File: config.mk
export PLATFORM = sky130hd
export DESIGN_NAME = alu_issue_ctrl
export DESIGN_NICKNAME = d
export VERILOG_FILES = /design/src/rtl/alu_issue_ctrl.sv
export SDC_FILE = /design/constraint.sdc
export NUM_CORES = 1
export LEC_CHECK = 0
export ABC_AREA = 1
export ABC_CLOCK_PERIOD_IN_PS = 10000
export BUFFER_PORTS_ARGS = -buffer_cell sky130_fd_sc_hd__buf_2
export CAP_MARGIN = 10
export CORE_MARGIN = 5
export CORE_UTILIZATION = 40
export CTS_CLUSTER_SIZE = 25
export DETAILED_ROUTE_END_ITERATION = 6
export GPL_ROUTABILITY_DRIVEN = 0
export PLACE_DENSITY = 0.7
export SLEW_MARGIN = 40
export SYNTH_ARGS = -nofsm -noshare
export SYNTH_HDL_FRONTEND = slang
export SYNTH_SLANG_ARGS = --single-unit
File: constraint.sdc
create_clock -name clk -period 10 [get_ports clk]
set_clock_uncertainty 0.15 [all_clocks]
set_input_delay 0 -clock clk [delete_from_list [all_inputs] [get_ports clk]]
set_output_delay 0 -clock clk [all_outputs]
set_load 0.01 [all_outputs]
File: src/rtl/alu_issue_ctrl.sv
// Multicycle issue sequencer for the shared ALU core: IDLE -> EXEC -> RESP.
// Optional signed-overflow flag for add/sub/addi under `define ALU_ISSUE_OVF_EN.
module alu_issue_ctrl #(
   parameter int XLEN = 32
) (
   input  logic            clk,
   input  logic            reset,
   input  logic            req_valid,
   output logic            req_ready,
   input  logic [5:0]      req_opcode,
   input  logic [5:0]      req_funct,
   input  logic [XLEN-1:0] req_rs,
   input  logic [XLEN-1:0] req_rt,
   input  logic [15:0]     req_imm,
   input  logic [4:0]      req_shamt,
   output logic [XLEN-1:0] op_rs,
   output logic [XLEN-1:0] op_rt,
   output logic [15:0]     op_imm,
   output logic [XLEN-1:0] op_ex_imm,
   output logic [4:0]      op_shamt,
   output logic [1:0]      alu_in1_sel,
   output logic            alu_in2_sel,
   output logic [4:0]      alu_op,
   input  logic [XLEN-1:0] alu_result,
   input  logic            alu_zero,
   output logic            rsp_valid,
   input  logic            rsp_ready,
   output logic [XLEN-1:0] rsp_result,
   output logic            rsp_zero,
   output logic            rsp_branch_taken,
   output logic            rsp_illegal,
   output logic            rsp_overflow
);

   typedef enum logic [1:0] {
      IDLE = 2'd0,
      EXEC = 2'd1,
      RESP = 2'd2
   } state_t;

   localparam logic [4:0] OP_NONE = 5'b01111;

   state_t state, state_nxt;

   logic [5:0] opcode;
   logic [5:0] funct;

   logic [4:0] dec_op;
   logic [1:0] dec_in1;
   logic       dec_in2;
   logic       dec_illegal;
   logic       dec_beq;
   logic       dec_bne;
   logic       in_exec;

   always_ff @(posedge clk or posedge reset) begin
      if (reset) state <= IDLE;
      else       state <= state_nxt;
   end

   always_comb begin
      state_nxt = state;
      case (state)
         IDLE:    if (req_valid) state_nxt = EXEC;
         EXEC:    state_nxt = RESP;
         RESP:    if (rsp_ready) state_nxt = IDLE;
         default: state_nxt = IDLE;
      endcase
   end

   assign req_ready = (state == IDLE);
   assign rsp_valid = (state == RESP);
   assign in_exec   = (state == EXEC);

   always_ff @(posedge clk or posedge reset) begin
      if (reset) begin
         op_rs    <= '0;
         op_rt    <= '0;
         op_imm   <= '0;
         op_shamt <= '0;
         opcode   <= '0;
         funct    <= '0;
      end else if (req_ready && req_valid) begin
         op_rs    <= req_rs;
         op_rt    <= req_rt;
         op_imm   <= req_imm;
         op_shamt <= req_shamt;
         opcode   <= req_opcode;
         funct    <= req_funct;
      end
   end

   assign op_ex_imm = {{(XLEN-16){op_imm[15]}}, op_imm};

   always_comb begin
      dec_op      = OP_NONE;
      dec_in1     = 2'b00;
      dec_in2     = 1'b0;
      dec_illegal = 1'b0;
      dec_beq     = 1'b0;
      dec_bne     = 1'b0;
      case (opcode)
         6'b000000: begin
            case (funct)
               6'b000000: begin dec_op = 5'b00000; dec_in2 = 1'b1; end
               6'b000010: begin dec_op = 5'b00001; dec_in2 = 1'b1; end
               6'b000011: begin dec_op = 5'b00010; dec_in2 = 1'b1; end
               6'b000100: dec_op = 5'b00011;
               6'b000110: dec_op = 5'b00100;
               6'b000111: dec_op = 5'b00101;
               6'b001000: dec_op = 5'b00111;
               6'b100000: dec_op = 5'b00110;
               6'b100010: dec_op = 5'b00111;
               6'b100100: dec_op = 5'b01000;
               6'b100101: dec_op = 5'b01001;
               6'b100110: dec_op = 5'b01010;
               6'b100111: dec_op = 5'b01011;
               6'b101010: dec_op = 5'b01100;
               6'b101011: dec_op = 5'b01101;
               default:   dec_illegal = 1'b1;
            endcase
         end
         6'b001000, 6'b001001, 6'b100011, 6'b101011: begin
            dec_op = 5'b00110; dec_in1 = 2'b01;
         end
         6'b001010: begin dec_op = 5'b01100; dec_in1 = 2'b01; end
         6'b001011: begin dec_op = 5'b01101; dec_in1 = 2'b01; end
         6'b001100: begin dec_op = 5'b01000; dec_in1 = 2'b10; end
         6'b001101: begin dec_op = 5'b01001; dec_in1 = 2'b10; end
         6'b001110: begin dec_op = 5'b01010; dec_in1 = 2'b10; end
         6'b001111: begin dec_op = 5'b01110; dec_in1 = 2'b10; end
         6'b000100: begin dec_op = 5'b00111; dec_beq = 1'b1; end
         6'b000101: begin dec_op = 5'b00111; dec_bne = 1'b1; end
         default:   dec_illegal = 1'b1;
      endcase
   end

   // Core and muxes see a neutral op outside EXEC so they idle at result 0.
   assign alu_op      = in_exec ? dec_op  : OP_NONE;
   assign alu_in1_sel = in_exec ? dec_in1 : 2'b00;
   assign alu_in2_sel = in_exec ? dec_in2 : 1'b0;

   always_ff @(posedge clk or posedge reset) begin
      if (reset) begin
         rsp_result       <= '0;
         rsp_zero         <= 1'b0;
         rsp_branch_taken <= 1'b0;
         rsp_illegal      <= 1'b0;
      end else if (in_exec) begin
         rsp_result       <= dec_illegal ? '0 : alu_result;
         rsp_zero         <= dec_illegal ? 1'b1 : alu_zero;
         rsp_branch_taken <= (dec_beq & alu_zero) | (dec_bne & ~alu_zero);
         rsp_illegal      <= dec_illegal;
      end
   end

`ifdef ALU_ISSUE_OVF_EN
   logic            is_add;
   logic            is_sub;
   logic            is_addi;
   logic [XLEN-1:0] add_b;
   logic            add_ovf;
   logic            sub_ovf;

   assign is_add  = (opcode == 6'b000000) && (funct == 6'b100000);
   assign is_sub  = (opcode == 6'b000000) && (funct == 6'b100010);
   assign is_addi = (opcode == 6'b001000);
   assign add_b   = is_addi ? op_ex_imm : op_rt;

   assign add_ovf = (add_b[XLEN-1] == op_rs[XLEN-1]) &&
                    (alu_result[XLEN-1] != op_rs[XLEN-1]);
   // sub computes rs - rt
   assign sub_ovf = (op_rs[XLEN-1] != op_rt[XLEN-1]) &&
                    (alu_result[XLEN-1] != op_rs[XLEN-1]);

   always_ff @(posedge clk or posedge reset) begin
      if (reset)        rsp_overflow <= 1'b0;
      else if (in_exec) rsp_overflow <= ((is_add | is_addi) & add_ovf) |
                                        (is_sub & sub_ovf);
   end
`else
   assign rsp_overflow = 1'b0;
`endif

endmodule

Word level (Yosys, flattened, before mapping)
Index checks and enable logic that the tools add are counted.
- output and inout port bits: 163
- input port bits: 134
- register bits: 134
- logic and storage cells: 75
- bitwise logic cells: 4
- equal/unequal tests: 30
- reductions and logical operators: 13
- muxes and demuxes: 17
- operator list (cell ; count):
    $eq 6x6->1 const B ; 10
    $pmux 4 s14 ; 1
    $eq 6x4->1 const B ; 9
    $pmux 4 s9 ; 1
    $mux 32 ; 1
    $eq 6x3->1 const B ; 5
    $reduce_or 15->1 ; 1
    $eq 6x2->1 const B ; 2
    $logic_not 6->1 ; 2
    $reduce_or 12->1 ; 1
    $reduce_or 4->1 ; 2
    $mux 1 ; 7
    $mux 2 ; 3
    $pmux 2 s3 ; 1
    $reduce_or 6->1 ; 1
    $mux 5 ; 1
    $pmux 2 s2 ; 1
    $reduce_or 2->1 ; 2
    $reduce_or 3->1 ; 1
    $and 1x1->1 ; 2
    $eq 2x1->1 const B ; 1
    $eq 2x2->1 const B ; 1
    $logic_not 2->1 ; 1
    $ne 2x1->1 const B ; 1
    other kinds (6) ; 6

Logic depth before layout (Yosys ltp)
Gate-level depths: netlist of run 1.
- word-level depth: 5
- gate-level depth with buffers: 11
- gate-level depth less buffers: 10

Worst setup path before layout of run 1
Ideal clock, no wire load.
- path kind: flip-flop to flip-flop
- start: register opcode[0]
- end: register rsp_result[10]
- clock period less this slack: 1.569 ns
- required time: 9.732 ns
- setup slack: 8.431 ns
- data arrival time: 1.301 ns
- cell stages (with the launch flop): 10
- library setup time: 0.118 ns
- path buffers: 1
- cell sequence: dfrtp_1 -> nand2_1 -> inv_1 -> nand3_1 -> nand3_1 -> nor2_2 -> nand2_8 -> nand2_8 -> buf_6 -> o21ai_2
- longest elaborated chain between the ends: 4
- elaborated cells between the ends (all ways): 16
- classes of those cells: 12 x eq/ne; 2 x mux; 2 x reduce/logical
- ends and longest elaborated chain (item ; line ; RTL):
    start, declared ; 45 ; logic [5:0] opcode;
    start signal, assigned ; 88 ; opcode <= req_opcode;
    $eq 6x3->1 (tied with other cells) ; 102 ; case (opcode)
    $reduce_or 12->1 (no line) ; -- ;
    $pmux 1 s2 (*) ; 102 ;
    $mux 32 (*) ; 150 ; rsp_result <= dec_illegal ? '0 : alu_result;
    end signal, assigned ; 150 ;
    end, declared ; 28 ; output logic [XLEN-1:0] rsp_result,
Mark *: on every way between the ends. The rest lies on a longest branch, timed or not.
A chain may end at the register's enable or synchronous reset.

Final worst setup path of run 1
- start: register state[0]
- end: register op_imm[13]
- longest elaborated chain between the ends: 2
- ends and longest elaborated chain (item ; line ; RTL):
    start, declared ; 43 ; state_t state, state_nxt;
    start signal, assigned ; 58 ; else state <= state_nxt;
    $logic_not 2->1 ; 71 ; assign req_ready = (state == IDLE);
    $logic_and 1x1->1 ; 83 ; end else if (req_ready && req_valid) begin
    end signal, assigned ; 86 ; op_imm <= req_imm;
    end, declared ; 18 ; output logic [15:0] op_imm,
No other way between the ends.

==> results of run 1 <==
==> sequential cells by signal, summed over array words and instances, names as in the netlist <==
signal	flops
funct	6
op_imm	16
op_rs	32
op_rt	32
op_shamt	5
opcode	6
rsp_branch_taken	1
rsp_illegal	1
rsp_result	32
rsp_zero	1
state	2
==> worst paths after layout <==
check                      cells past startpoint  slack (ps)     endpoint        start
max                                            6        7840   op_imm[13]     state[0]
min                                            3          60     state[0]    req_valid
max reg2reg                                    6        7840   op_imm[13]     state[0]
min reg2reg                                    2         320  op_shamt[3]  op_shamt[3]
max in group asynchronous                      4        8550    op_rt[12]        reset
min in group asynchronous                      3          90     op_rt[6]        reset
==> through the flow <==
stage	power (uW)	std cells	hold slack (ps)	util (%)	setup WS, ps
finish	2720	1284	59.0	63.2	7840
global placement	2010	1119	43.4	49.9	7910
global route	2910	1283	94.3	63.1	7590
detailed placement	2040	1119	-8.48	49.9	7850
floorplan	1710	702	-40.4	-	6270
CTS	2730	1283	60.1	63.1	7830
==> cells by family after synthesis <==
kind of cell           synth area share, %
AND/OR/NAND/NOR                       29.5
flip-flops                            56.3
other                               0.0629
buffers and inverters                 8.44
AO/OA/AOI/OAI                         5.77
==> critical path, delay by kind of cell, from the launching register on <==
family	cells	cell delay [ps]
flip-flops	1	400
AND/OR/NAND/NOR	4	520
buffers and inverters	2	990
==> layer usage <==
layer  part of all wire [%]  GRT usage, %
met5                      0             0
met4                    3.1          9.20
met2                     50          36.7
met3                    8.5          7.86
met1                     39          24.9
==> layout make-up <==
class | instances | area (um2)
clock buffers | 18 | 429
multi-input cells | 483 | 2110
fillers | 1159 | 5370
inverters | 19 | 77.6
well taps | 184 | 230
repair buffers | 431 | 2840
flip-flops and latches | 134 | 3350
clock inverters | 14 | 175
diodes | 1 | 2.50
==> cells in the mapped netlist (all sizes together) (3+ instances only) <==
master | n | area [um2]
a21oi | 3 | 15.0
nand3 | 23 | 133
dfrtp | 134 | 3350
nand4 | 4 | 25.0
buf | 53 | 383
inv | 18 | 67.6
clkbuf | 13 | 48.8
nor2 | 30 | 140
nand2 | 376 | 1450
o21ai | 42 | 323
==> report_power, final <==
| part | leakage (uW) | internal (uW) | switching, uW |
|---|---|---|---|
| registers | 0.00169 | 770 | 156 |
| logic | 0.00311 | 423 | 737 |
| clock network | 0.000287 | 394 | 245 |
==> repair_timing <==
action	4_1_cts	5_1_grt
endpoints found under the hold margin	197	0
setup endpoints to repair	0	0
hold buffers	132	0
buffers inserted	0	0
gates resized for setup	0	0
==> impl_metrics.ini, run 1 <==
[global_route]
grt-ovfl-total = 0
grt_usage_pct = 21.8
grt_pass1_wl_um = 31000
antenna_found_initial = 0
grt_pass1_vias = 6232
grt_max_degree = 90

[layout]
syn2layout_area_growth_pct = 54.6
final_common_cell = nand2_1
final_layout_size_suffix_gt1_share_pct = 34.7
final_area_mm2 = 0.00922
fin_nets = 1220
mostFrequentLayoutCells = nand2_1 (372), buf_2 (294), dfrtp_1 (134)

[timing]
worst_slew_pin_slew_ps = 688
finalCritPeriodShare_pct = 21.6
final_max_slew_viol_count = 0
setup_violations = 0
fmax_ghz = 0.464
fin_setup_tns_ps = 0
hold_viol = 0
rsz0062_at_grt = false
relSlewSlack_pct = 54.1
period_minus_slack_ps = 2160

[placed_design]
hpwl_um = 11800
place_area_mm2 = 0.00729
port_buffers = 294

[synthesis]
postSynth.asyncResetShare_pct = 100
synth_edf_count = 0
ys.flop_type = dfrtp_1
synth.distinct_cells = 27
synthCells = 701
postSynthAreaPerCell_um2 = 8.50
ys_warn_count = 0
yosysSeqAreaShare_pct = 56.3
synth_area_mm2 = 0.00596
ys_ff_latch = 134

[floorplan]
rows = 44
die_w_um = 132
die-height_um = 132
initial_core_util_pct = 40.8
io_pins = 297
die-area_mm2 = 0.0174
core_mm2 = 0.0146

[critical_path]
cpMostUsedCell = nand2_1
crit_chain = nor2_1 > nand2_2 > clkinv_2 > buf_4 > nand2_1 > nand2_1
worst_path_largest_cell_delay_ps = 640
critPathSlowestCell = buf_4
arrival_ps = 2360
startpoint_type = flip-flop
critPathRequiredTime_ps = 10200
crit_path_end_kind = flip-flop
worst-setup-path-type = flip-flop to flip-flop
crit_fanout = 71

[route]
wl_per_cell_um = 15.1
wl_um = 19400
dr_total_vias = 6014
drt_iter0_drc = 333
dr.pass1.iters = 5
viasPerCell = 4.68
route.detailed.drc = 0
postRouteAntennaNets = 0

[power_and_ir_drop]
power.density_mw_per_mm2 = 296
max-vdd-ir-drop_uv = 157
p_leak_uw = 0.00509

[clocking]
clkSlewWorstSetupHoldPaths_ps = 60
numCtsBuffers = 17
clockBufferDepth = 2
cts.sink_count = 134
clk-insertion-delay-late_ps = 410
cts_htree_levels = 4
root_buffer = clkbuf_16
cts_tree = yes

[outcome]
status = completed

[worst_hold_path]
hold_path_class = input pin to flip-flop

[flow_run]
maxCapViolCount = 0
Note: power is estimated with default switching activity, not from simulation.
==> run 2: changes to the inputs <==
ABC_CLOCK_PERIOD_IN_PS = 2100   (was 10000)
clock period = 2.1 ns   (was 10 ns; I/O delays follow)
==> run 2 against run 1 <==
Effect of this change: total power grew to 4.9 times the previous value; setup slack lost 7700 ps; largest power group unchanged; non-clock buffer count grew 32; sequential power rose to 4.8 times the previous value; global-route usage is 1.1 points higher; critical path depth up 1; sequential cell count unchanged; largest cell class unchanged.
==> impl_metrics.ini, run 2 (same netlist as run 1, synthesis figures left out) <==
[global_route]
grt_usage_pct = 22.9
busiest_layer = met2
gr-usage-met1_pct = 25.1
grt_pass1_vias = 6488
grt_use_met3_pct = 7.63
grt-ovfl-total = 0
antenna_found_initial = 1
use_met2_pct = 39.2
grt_pass1_wl_um = 32600
grt_max_degree = 75

[floorplan]
die-area_mm2 = 0.0174
rows = 44
core_mm2 = 0.0146
initial_core_util_pct = 40.8
die-height_um = 132
die_w_um = 132
io_pins = 297

[layout]
final_common_cell = nand2_1
mostFrequentLayoutCells = nand2_1 (372), buf_2 (294), dlygate4sd3_1 (157)
fin_nets = 1252
syn2layout_area_growth_pct = 60.8
reg.largest.list = op_rs (32), op_rt (32), rsp_result (32)
final_layout_size_suffix_gt1_share_pct = 34.7
nFillCells = 1106

[critical_path]
critPathRequiredTime_ps = 2290
arrival_ps = 2150
crit_path_end_kind = flip-flop
crit_path_start = state[0]
worst-setup-path-type = flip-flop to flip-flop
startpoint_type = flip-flop
r2r-start = state[0]
crit_fanout = 19

[clocking]
cts.sink_count = 134
clk-insertion-delay-late_ps = 400
root_buffer = clkbuf_16
cts_htree_levels = 4
cts_setup_buffers = 0
numCtsBuffers = 17
clockBufferDepth = 2
clkSlewWorstSetupHoldPaths_ps = 60
cts_tree = yes

[placed_design]
hpwl_um = 12200
port_buffers = 294
place_ws_ps = 345

[timing]
relSlewSlack_pct = 56.5
finalCritPeriodShare_pct = 93.4
setup_violations = 0
fin_hold_ws_ps = 133
final_max_slew_viol_count = 0
hold_viol = 0
period_minus_slack_ps = 1960
fin_setup_tns_ps = 0
finalWorstSetupSlack_ps = 139
worst_slew_pin_slew_ps = 652
rsz0062_at_grt = false
fmax_ghz = 0.510

[route]
postRouteAntennaNets = 0
route.detailed.drc = 0
wl_per_cell_um = 15.7
viasPerCell = 4.76
dr_total_vias = 6258
wl_um = 20700
drt_iter0_drc = 342
dr.pass1.iters = 5

[power_and_ir_drop]
max-vdd-ir-drop_uv = 735
power.density_mw_per_mm2 = 1390
p_leak_uw = 0.00523

[flow_run]
maxCapViolCount = 0

[worst_hold_path]
hold_path_class = input pin to asynchronous set/reset pin

[outcome]
status = completed
[run 2: power breakdown]
group          internal [uW]  switching, uW
sequential              3670            760
clock                   1670           1170
combinational           2410           3640
[run 2: metrics by stage]
stage	utilization, %	area [um2]	std cells	power (uW)
after CTS	65.1	9500	1312	13100
final	65.7	9590	1316	13300
after global routing	65.7	9590	1316	14200
after floorplan	-	5970	702	8140
after detailed placement	50.4	7360	1123	9750
after global placement	50.4	7360	1123	9660
[run 2: per-layer routing]
| layer | wire (um) | vias to the layer above |
|---|---|---|
| li1 | - | 2965 |
| met1 | 7770 | 2914 |
| met2 | 10400 | 306 |
| met3 | 1550 | 73 |
| met4 | 968 | 0 |
| met5 | 0 | - |
[run 2: final timing paths]
kind | end | slack, ps | cells after the start
worst min register to register | op_rs[19] | 320 | 2
worst max-delay path | op_rt[8] | 140 | 7
max in group asynchronous | op_imm[5] | 1330 | 4
worst max register to register | op_rt[8] | 140 | 7
min in group clk | op_shamt[1] | 170 | 4
worst min-delay path | op_rs[29] | 130 | 4
[run 2: cell type report]
type	count	area, um2	share of cell area (%)
Multi-Input combinational cell	483	2110	22.1
Antenna cell	1	2.50	0.0261
Clock inverter	13	124	1.29
Tap cell	184	230	2.40
Sequential cell	134	3350	35.0
Inverter	19	81.3	0.848
Timing Repair Buffer	463	3240	33.8
Clock buffer	19	443	4.62
[run 2: timing repair]
item	in CTS	in global routing
endpoints found under the hold margin	267	0
setup endpoints to repair	0	5
gates resized for setup	0	5
hold buffers	157	0
[run 2: worst max-delay path: stages (launching register included)]
cell and delay (ps):
dfrtp_1 400, nor2_1 170, nand2_2 110, inv_4 150
buf_12 170, nand2_1 70, nand2_1 80, dlygate4sd3_1 580
==> run 3: changes to the inputs <==
BUFFER_PORTS_ARGS = -buffer_cell sky130_fd_sc_hd__buf_4   (was -buffer_cell sky130_fd_sc_hd__buf_2)
==> run 3 against run 2 <==
Effect of this change: global-route usage is essentially flat; cell count decreased by 1.4%; via count down 2.6%; critical path depth grew 2; utilization rose by 3.6 points; highest routed layer unchanged; combinational power is 6.1% higher; sequential cell count is the same; clock-buffer cell count rose by 2; sequential power rose by 2%; final area up 5.4%.
==> impl_metrics.ini, run 3 (same netlist as run 1, synthesis figures left out) <==
[floorplan]
core_mm2 = 0.0146
io_pins = 297
die_w_um = 132
initial_core_util_pct = 40.8
rows = 44
die-area_mm2 = 0.0174
die-height_um = 132

[clocking]
root_buffer = clkbuf_16
cts.sink_count = 134
cts_htree_levels = 4
cts_tree = yes
clkSlewWorstSetupHoldPaths_ps = 60
clockBufferDepth = 2
clk-insertion-delay-late_ps = 410
cts_setup_buffers = 0
numCtsBuffers = 17

[outcome]
status = completed

[route]
route.detailed.drc = 0
drt_iter0_drc = 376
viasPerCell = 4.70
dr_total_vias = 6093
postRouteAntennaNets = 0
wl_um = 20000
dr.pass1.iters = 5
wl_per_cell_um = 15.4

[critical_path]
crit_path_end_kind = output pin
startpoint_type = flip-flop
worst-setup-path-type = flip-flop to output pin
crit_fanout = 4
r2r-end = funct[3]
reg2reg_slack_ps = 200
rr_worst_depth = 6
critPathRequiredTime_ps = 1950
arrival_ps = 1820
r2r-start = state[0]

[power_and_ir_drop]
max-vdd-ir-drop_uv = 763
power_frac_comb_pct = 45.9
clkPwrFrac_pct = 21.8
seqPwrFrac_pct = 32.3
power_switching_uw = 5510
power.density_mw_per_mm2 = 1380
p_leak_uw = 0.00535
internal_power_uw = 8480
switching_share_pct = 39.4

[timing]
period_minus_slack_ps = 1970
finalWorstSetupSlack_ps = 134
fin_hold_ws_ps = 0.767
fin_setup_tns_ps = 0
worst_slew_pin_slew_ps = 564
finalCritPeriodShare_pct = 93.6
final_max_slew_viol_count = 0
rsz0062_at_grt = false
hold_viol = 0
fmax_ghz = 0.509
setup_violations = 0
relSlewSlack_pct = 62.4

[layout]
fin_util_pct = 69.3
final_common_cell = nand2_1
fin_nets = 1231
syn2layout_area_growth_pct = 69.5
reg.largest.list = op_rs (32), op_rt (32), rsp_result (32)
final_layout_size_suffix_gt1_share_pct = 35.0
nFillCells = 1007
mostFrequentLayoutCells = nand2_1 (372), buf_4 (300), dlygate4sd3_1 (138)
layout.cells.non_filler = 1297

[worst_hold_path]
min_from = req_valid
hold_path_class = input pin to flip-flop
hold_path_depth = 4
hold_end = funct[5]

[placed_design]
hpwl_um = 12800
place_ws_ps = 355
port_buffers = 294
placed_cells = 1124

[global_route]
grt_pass1_wl_um = 32400
grt_usage_pct = 22.8
grt_pass1_vias = 6384
grt-ovfl-total = 0
antenna_found_initial = 2
grt_max_degree = 63

[flow_run]
maxCapViolCount = 0
[run 3: final cells by class]
class / count / area (um2) / area share [%]
Antenna cell: 3 / 7.51 / 0.0743
Clock buffer: 21 / 460 / 4.56
Clock inverter: 11 / 146 / 1.45
Inverter: 19 / 76.3 / 0.755
Multi-Input combinational cell: 483 / 2110 / 20.9
Sequential cell: 134 / 3350 / 33.2
Tap cell: 184 / 230 / 2.28
Timing Repair Buffer: 442 / 3710 / 36.8
[run 3: worst max-delay path, cell delays in order, from the launching register on]
cell and delay [ps]:
dfrtp_1 400, nor2_2 180, nand2_1 110, nor2_1 130, nor2_2 80, nand2_1 90
nand3_1 70, nand2_1 70, nand3_1 100, buf_4 160
[run 3: stage by stage]
stage	instance area, um2	power (uW)
global placement	8100	10500
detailed placement	8100	10600
global route	10100	14900
floorplan	5970	8140
CTS	10100	14000
finish	10100	14000
[run 3: routing by layer]
| layer | up-vias | global-route usage (%) | part of all wire, % |
|---|---|---|---|
| li1 | 2924 | - | - |
| met1 | 2864 | 26.7 | 39 |
| met2 | 253 | 37.8 | 50 |
| met3 | 52 | 7.82 | 7.3 |
| met4 | 0 | 10.5 | 3.7 |
| met5 | - | 0 | 0 |
[run 3: how the worst max path moves through the flow]
stage / startpoint / to / slack, ps / cells past startpoint
after detailed placement: opcode[0] / rsp_result[29] / 360 / 8
final: funct[4] / alu_op[3] / 130 / 9
after CTS: funct[4] / alu_op[3] / 70 / 9
after global placement: opcode[0] / rsp_illegal / 370 / 9
after floorplan: reset / funct[0] / 280 / 1
after global routing: opcode[5] / alu_op[2] / 3 / 7
[run 3: power by group through the flow]
stage | logic [uW] | clock network [uW] | registers, uW
finish | 6420 | 3050 | 4520
global route | 7050 | 3230 | 4660
CTS | 6400 | 3100 | 4480
detailed placement | 6140 | 0 | 4460
global placement | 6080 | 0 | 4450
floorplan | 3360 | 0 | 4780
[run 3: what timing repair did]
item,4_1_cts,5_1_grt
endpoints found under the hold margin,266,0
gates resized for setup,0,3
endpoints found under the setup margin,0,3
hold buffers,138,0
